[config.mk]
export PLATFORM = sky130hd
export DESIGN_NAME = tile_map_writer
export DESIGN_NICKNAME = d
export VERILOG_FILES = /design/src/rtl/tile_map_pkg.sv /design/src/rtl/tile_lane_merge.sv /design/src/rtl/tile_map_writer.sv
export SDC_FILE = /design/constraint.sdc
export NUM_CORES = 1
export LEC_CHECK = 0
export BUFFER_PORTS_ARGS = -buffer_cell sky130_fd_sc_hd__buf_4
export CORE_MARGIN = 4
export CORE_UTILIZATION = 55
export DETAILED_ROUTE_END_ITERATION = 8
export PLACE_DENSITY_LB_ADDON = 0.25
export SKIP_LAST_GASP = 1
export SYNTH_ARGS = -nofsm -noshare
export SYNTH_HDL_FRONTEND = slang
export SYNTH_HIERARCHICAL = 1
export SYNTH_SLANG_ARGS = --single-unit
export TNS_END_PERCENT = 10
[constraint.sdc]
create_clock -name clk -period 10.05 [get_ports clk]
set_input_delay 2.01 -clock clk [delete_from_list [all_inputs] [get_ports clk]]
set_output_delay 2.01 -clock clk [all_outputs]
set_load 0.01 [all_outputs]
[src/rtl/tile_map_pkg.sv]
package tile_map_pkg;

  localparam int unsigned SCREEN_WIDTH  = 480;
  localparam int unsigned SCREEN_HEIGHT = 272;
  localparam int unsigned TILE_WIDTH    = 8;
  localparam int unsigned TILE_HEIGHT   = 8;
  localparam int unsigned TILE_COLUMNS  = SCREEN_WIDTH / TILE_WIDTH;
  localparam int unsigned TILE_ROWS     = SCREEN_HEIGHT / TILE_HEIGHT;
  localparam int unsigned WORDS         = TILE_COLUMNS * TILE_ROWS / 4;
  localparam int unsigned ADDR_W        = 9;
  localparam int unsigned LANE_W        = 8;

  localparam logic OP_PLACE = 1'b0;
  localparam logic OP_FILL  = 1'b1;

  typedef enum logic [2:0] {
    ST_IDLE,
    ST_CALC,
    ST_READ,
    ST_MERGE,
    ST_WRITE,
    ST_FILL
  } wr_state_e;

endpackage

[src/rtl/tile_lane_merge.sv]
module tile_lane_merge
  import tile_map_pkg::*;
(
  input  logic [31:0]       word,
  input  logic [1:0]        lane,
  input  logic [LANE_W-1:0] tile_byte,
  output logic [31:0]       merged
);

  always_comb begin
    merged = word;
    merged[lane*LANE_W +: LANE_W] = tile_byte;
  end

endmodule

[src/rtl/tile_map_writer.sv]
module tile_map_writer
  import tile_map_pkg::*;
(
  input  logic              clk,
  input  logic              rst,
  input  logic              cmd_valid,
  output logic              cmd_ready,
  input  logic              cmd_op,
  input  logic [6:0]        cmd_col,
  input  logic [5:0]        cmd_row,
  input  logic [7:0]        cmd_tile,
  output logic [ADDR_W-1:0] mem_addr,
  output logic              mem_rd_en,
  input  logic [31:0]       mem_rd_data,
  output logic              mem_wr_en,
  output logic [31:0]       mem_wr_data,
  output logic              busy,
  output logic              err
);

  wr_state_e   state, state_nxt;
  logic [6:0]  col_q;
  logic [5:0]  row_q;
  logic [7:0]  tile_q;
  logic [1:0]  lane_q;
  logic [10:0] offset;
  logic        in_range;
  logic        fill_last;
  logic [31:0] merged;

  // Only meaningful when in_range; out-of-range products may truncate.
  assign offset    = 11'(row_q) * 11'(TILE_COLUMNS) + 11'(col_q);
  assign in_range  = (32'(col_q) < TILE_COLUMNS) && (32'(row_q) < TILE_ROWS);
  assign fill_last = (32'(mem_addr) == WORDS - 1);

  tile_lane_merge u_merge (
    .word      (mem_rd_data),
    .lane      (lane_q),
    .tile_byte (tile_q),
    .merged    (merged)
  );

  always_ff @(posedge clk) begin
    if (rst) state <= ST_IDLE;
    else     state <= state_nxt;
  end

  always_comb begin
    state_nxt = state;
    cmd_ready = 1'b0;
    mem_rd_en = 1'b0;
    mem_wr_en = 1'b0;
    err       = 1'b0;
    case (state)
      ST_IDLE: begin
        cmd_ready = 1'b1;
        if (cmd_valid) state_nxt = (cmd_op == OP_FILL) ? ST_FILL : ST_CALC;
      end
      ST_CALC: begin
        err       = !in_range;
        state_nxt = in_range ? ST_READ : ST_IDLE;
      end
      ST_READ: begin
        mem_rd_en = 1'b1;
        state_nxt = ST_MERGE;
      end
      ST_MERGE: state_nxt = ST_WRITE;
      ST_WRITE: begin
        mem_wr_en = 1'b1;
        state_nxt = ST_IDLE;
      end
      ST_FILL: begin
        mem_wr_en = 1'b1;
        if (fill_last) state_nxt = ST_IDLE;
      end
      default: state_nxt = ST_IDLE;
    endcase
  end

  assign busy = !cmd_ready;

  // mem_addr doubles as the fill counter; it saturates at WORDS-1.
  always_ff @(posedge clk) begin
    if (rst) begin
      col_q       <= '0;
      row_q       <= '0;
      tile_q      <= '0;
      lane_q      <= '0;
      mem_addr    <= '0;
      mem_wr_data <= '0;
    end else begin
      case (state)
        ST_IDLE: begin
          if (cmd_valid) begin
            col_q  <= cmd_col;
            row_q  <= cmd_row;
            tile_q <= cmd_tile;
            if (cmd_op == OP_FILL) begin
              mem_addr    <= '0;
              mem_wr_data <= {4{cmd_tile}};
            end
          end
        end
        ST_CALC: begin
          if (in_range) begin
            mem_addr <= ADDR_W'(offset[10:2]);
            lane_q   <= offset[1:0];
          end
        end
        ST_MERGE: mem_wr_data <= merged;
        ST_FILL: begin
          if (!fill_last) mem_addr <= mem_addr + ADDR_W'(1);
        end
        default: ;
      endcase
    end
  end

endmodule

* Word level (Yosys, flattened, before mapping) *
Cells that the tools add are included.
Widths: inputs -> output; s select.

storage, ports and cells
  register bits after elaboration = 67
  latch bits = 0
  RAM bits = 0
  bits in read-only memories = 0
  bits of input ports = 57
  output and inout port bits = 46
  logic and storage cells = 56
  memories = 0

operators by class
  $add $sub $neg = 3
  $mul = 1
  divide/modulo/power cells = 0
  magnitude comparators = 2
  eq/ne operators = 11
  shift-type cells = 2
  multiplexer cells = 18
  bitwise gates (word level) = 0
  reductions and logical operators = 12

operators with widths
  cell                     number
  $mux 32                  2
  $pmux 32 s2              1
  $mux 9                   4
  $neg 5->34               1
  $shift 8x34->32 const A  1
  $shiftx 8x34->32         1
  $bwmux 32                1
  $pmux 9 s3               1
  $pmux 3 s5               1
  $add 11x7->11            1
  $ne 2x2->1 const B       5
  $add 9x1->9 const B      1
  $eq 9x9->1 const B       1
  $mul 6x4->9 const B      1
  $mux 3                   3
  $lt 7x6->1 const B       1
  $eq 3x2->1 const B       2
  $eq 3x3->1 const B       2
  $lt 6x6->1 const B       1
  $reduce_and 2->1         3
  $reduce_and 5->1         1
  $mux 1                   4
  $eq 3x1->1 const B       1
  $logic_not 3->1          1
  other kinds (7)          8

* Longest topological paths before layout *
  word-level depth = 4
  depth in mapped cells = 13

* Modules after synthesis *
Netlist, hierarchy kept.

modules (own cells, without submodules)
  module           instances  cells an instance  area each (um^2)
  tile_map_writer  1          445                3,831.2
  tile_lane_merge  1          68                 548.0

* Worst setup path before layout *
Ideal clock, no wire load.

  path type = register to output
  start = reg row_q[3]
  end = out err
  data arrival time = 1,319 ps
  required time = 8,040 ps
  slack = 6,721 ps
  cell stages (with the launch flop) = 6
  path buffers = 0
  cells stage by stage = dfxtp_1 -> inv_1 -> ha_1 -> nand2b_4 -> a2111oi_4 -> nor2_1

between the ends
  word-level cells in the longest chain between the ends = 4

RTL lines
  element                   RTL line               text
  start: declaration        tile_map_writer.sv:23  logic [5:0] row_q;
  start signal: assignment  tile_map_writer.sv:96  row_q <= cmd_row;
  $lt 6x6->1                tile_map_writer.sv:33  assign in_range = (32'(col_q) < TILE_COLUMNS) && (32'(row_q) < TILE_ROWS);
  $logic_and 1x1->1         tile_map_writer.sv:33
  $logic_not 1->1           tile_map_writer.sv:60  err = !in_range;
  $mux 1                    tile_map_writer.sv:54  case (state)
  end: declaration          tile_map_writer.sv:18  output logic err

Every way passes these cells.

* Final worst setup path *
Ends and elaborated chain as after synthesis.

==> flow_summary_export.csv <==
group,metric,value,unit
run_status,status,"completed",
clock_tree,cts_htree_levels,3,
run,max-cap-violations,0,
synthesis,post-synth-top-count-cell,"dfxtp_1",
synthesis,ys.flop_type,"dfxtp_1",
finish,antenna_cells,0,
worst_setup_path,startpoint_type,"flop",
clock_tree,clock_latency,350,ps
power_and_ir_drop,powerDensity,165,nW/um^2
floorplanning,io_pins,103,
finish,design_area,5370,um^2
worst_setup_path,path_cells,"inv_1, ha_1, nand2b_4, a2111oi_4, nor2_1, buf_4",
synthesis,synth_common_cells,"dfxtp_1 (67), a21oi_1 (64), nor2_1 (50), nand2_1 (49), inv_1 (46)",
power_and_ir_drop,ir_drop,93.5,uV
synthesis,ys_warn_count,6,
worst_setup_path,path_class,"reg -> out",
drt,wl_per_cell,16.6,um
clock_tree,post_cts_resize_count,0,
global_route,grt_pass1_wl,18900,um
timing,finalCritPeriodShare,0.403,
drt,via_per_inst,5.84,
drt,finalWirelength,11800,um
timing,slew_violations,0,
drt,ant_nets,0,
timing,fmax,247,MHz
drt,met1_length,5080,um
clock_tree,cts_buffers,9,
worst_setup_path,cpPeakStageDelay,560,ps
placement,port_buffers,102,
finish,area.growth.synth_to_final,22.5,%
synthesis,synth_area_leaders,"dfxtp_1 (31%), ha_1 (7.4%), a21oi_1 (7.3%)",
timing,timing.final.ws_setup,6000,ps
timing,finClkSkew,11.6,ps
clock_tree,clock-root-buffer,"clkbuf_8",
finish,fin_cells,709,
clock_tree,clockBufferDepth,2,
timing,whs,471,ps
worst_setup_path,slowest_stage,"a2111oi_4",
timing,rsz0062_at_grt,"no",
timing,tns,0,ps
floorplanning,core,7730,um^2
drt,drc,0,
finish,drive_above_1_share,0.265,
timing,timing.final.hold_violations,0,
synthesis,ys_types,63,
floorplanning,floorplan.rows,32,
worst_setup_path,crit_path_max_fanout,5,
synthesis,syn-mean-instance-area,8.54,um^2
global_route,grt_pass1_vias,3914,
clock_tree,cts_tree,"done",
synthesis,synth_edf_count,0,
global_route,grt_max_degree,69,
drt,dr.pass1.iters,5,
synthesis,yosysTopAreaCell,"dfxtp_1",
synthesis,synth_nets,606,
finish,num-fill-cells,617,
floorplanning,die_area,9450,um^2
placement,dp_cells,693,
timing,worstMarginPinSlew,847,ps
timing,setup_viol,0,
placement,dp_slack,6380,ps
floorplanning,fp.dieW,97.2,um
floorplanning,initial_core_util,0.567,
synthesis,synth_seq_cells,67,
global_route,grt_usage,0.242,
drt,topRoutingLayerUsed,"met4",
worst_setup_path,cp_data_required_time,8040,ps
power_and_ir_drop,p_total,888,uW
global_route,gr-total-overflow,0,
floorplanning,chipHeight,97.2,um
clock_tree,cts_setup_buffers,0,
clock_tree,postCtsHoldBufs,0,
drt,routed-wl-met2,5580,um
drt,wl_met3,860,um
worst_setup_path,crit_path_end_kind,"output pin",
finish,final_nets,695,
synthesis,syn_area,4380,um^2
global_route,antenna_found_initial,0,
finish,post-route-util,0.694,
synthesis,synthDominantCellAreaShare,0.306,
drt,drt_iter0_drc,246,
clock_tree,clock_sinks,67,
timing,post-route-min-period,4050,ps
power_and_ir_drop,total_leakage_power,2.32,nW
timing,slew_headroom,0.436,
worst_setup_path,cpLargestDelayFamily,"compound AO/OA/AOI/OAI gates",
synthesis,synth_cells,513,
synthesis,ys_seq_area_frac,0.306,
worst_setup_path,worstPathArrival,2040,ps
worst_setup_path,crit_buf_inv,2,
synthesis,async_reset_ff_frac,0,
placement,place_area,5140,um^2
placement,place.detailed.hpwl,8700,um
min_path,hold_path_class,"reg -> reg",
clock_tree,clkSlewWorstSetupHoldPaths,70,ps
placement,gp_congestion,0.833,
drt,vias,4138,
-- routing by layer --
metal | global-route usage | vias up
met1 | 0.318 | 1923
met3 | 0.0388 | 22
li1 | - | 2005
met4 | 0.0916 | 0
met2 | 0.400 | 188
met5 | 0 | -
-- placed cells by master (no fill, tap or decap), types with 5 or more instances in the layout --
| cell | count |
|---|---|
| nor3_1 | 7 |
| fa_1 | 10 |
| xor2_1 | 5 |
| a211oi_1 | 16 |
| inv_1 | 46 |
| clkbuf_8 | 9 |
| a22o_1 | 22 |
| dfxtp_1 | 67 |
| ha_1 | 26 |
| buf_4 | 105 |
| nor2_1 | 49 |
| a21oi_1 | 64 |
| nand2_1 | 49 |
| xnor2_1 | 5 |
| and3_1 | 5 |
| o21ai_0 | 6 |
| nor2b_1 | 9 |
| a211oi_2 | 22 |
| o32ai_1 | 10 |
-- sequential cells by signal (all words and copies together), names as in the netlist --
name         flops
lane_q           2
mem_wr_data     32
col_q            7
tile_q           8
state            3
mem_addr         9
row_q            6
-- worst register-to-register path, delay by kind of cell (launching register included) --
kind / cells / cell delay (ps)
buf+inv: 2 / 200
fa+ha+maj: 4 / 1670
xor+xnor: 2 / 330
simple gates: 2 / 370
flops: 1 / 490
compound gates: 3 / 420
-- cell type report --
type | instances | area (um^2) | area share
multi-input combinational | 369 | 2700 | 0.503
sequential | 67 | 1340 | 0.250
timing repair buffer | 105 | 788 | 0.147
inverter | 50 | 188 | 0.0350
tap | 102 | 128 | 0.0238
clock buffer | 9 | 124 | 0.0231
clock inverter | 7 | 98.8 | 0.0184
-- report_power, final --
group	switching, mW	total (mW)	internal, mW	leakage [nW]
Combinational	0.168	0.301	0.133	1.65
Clock	0.116	0.257	0.141	0.110
Sequential	0.0310	0.329	0.298	0.550
Total	0.315	0.888	0.572	2.32
-- logic make-up (layout without fill, tap and decap cells) --
family	Yosys count	after routing	synth area share
compound gates	169	169	0.294
mux	2	2	0.00457
fa+ha+maj	36	36	0.120
xor+xnor	10	10	0.0200
simple gates	152	152	0.176
buf+inv	77	171	0.0791
flops	67	67	0.306
-- path summary, 6_finish.rpt --
check | end | slack, ps | from | depth (start not counted)
setup / recovery | err | 6000 | row_q[3] | 6
setup reg to reg | mem_addr[8] | 6450 | row_q[3] | 13
hold reg to reg | col_q[0] | 470 | col_q[0] | 2
hold / removal | col_q[0] | 470 | col_q[0] | 2
Note: power is estimated with default switching activity, not from simulation.
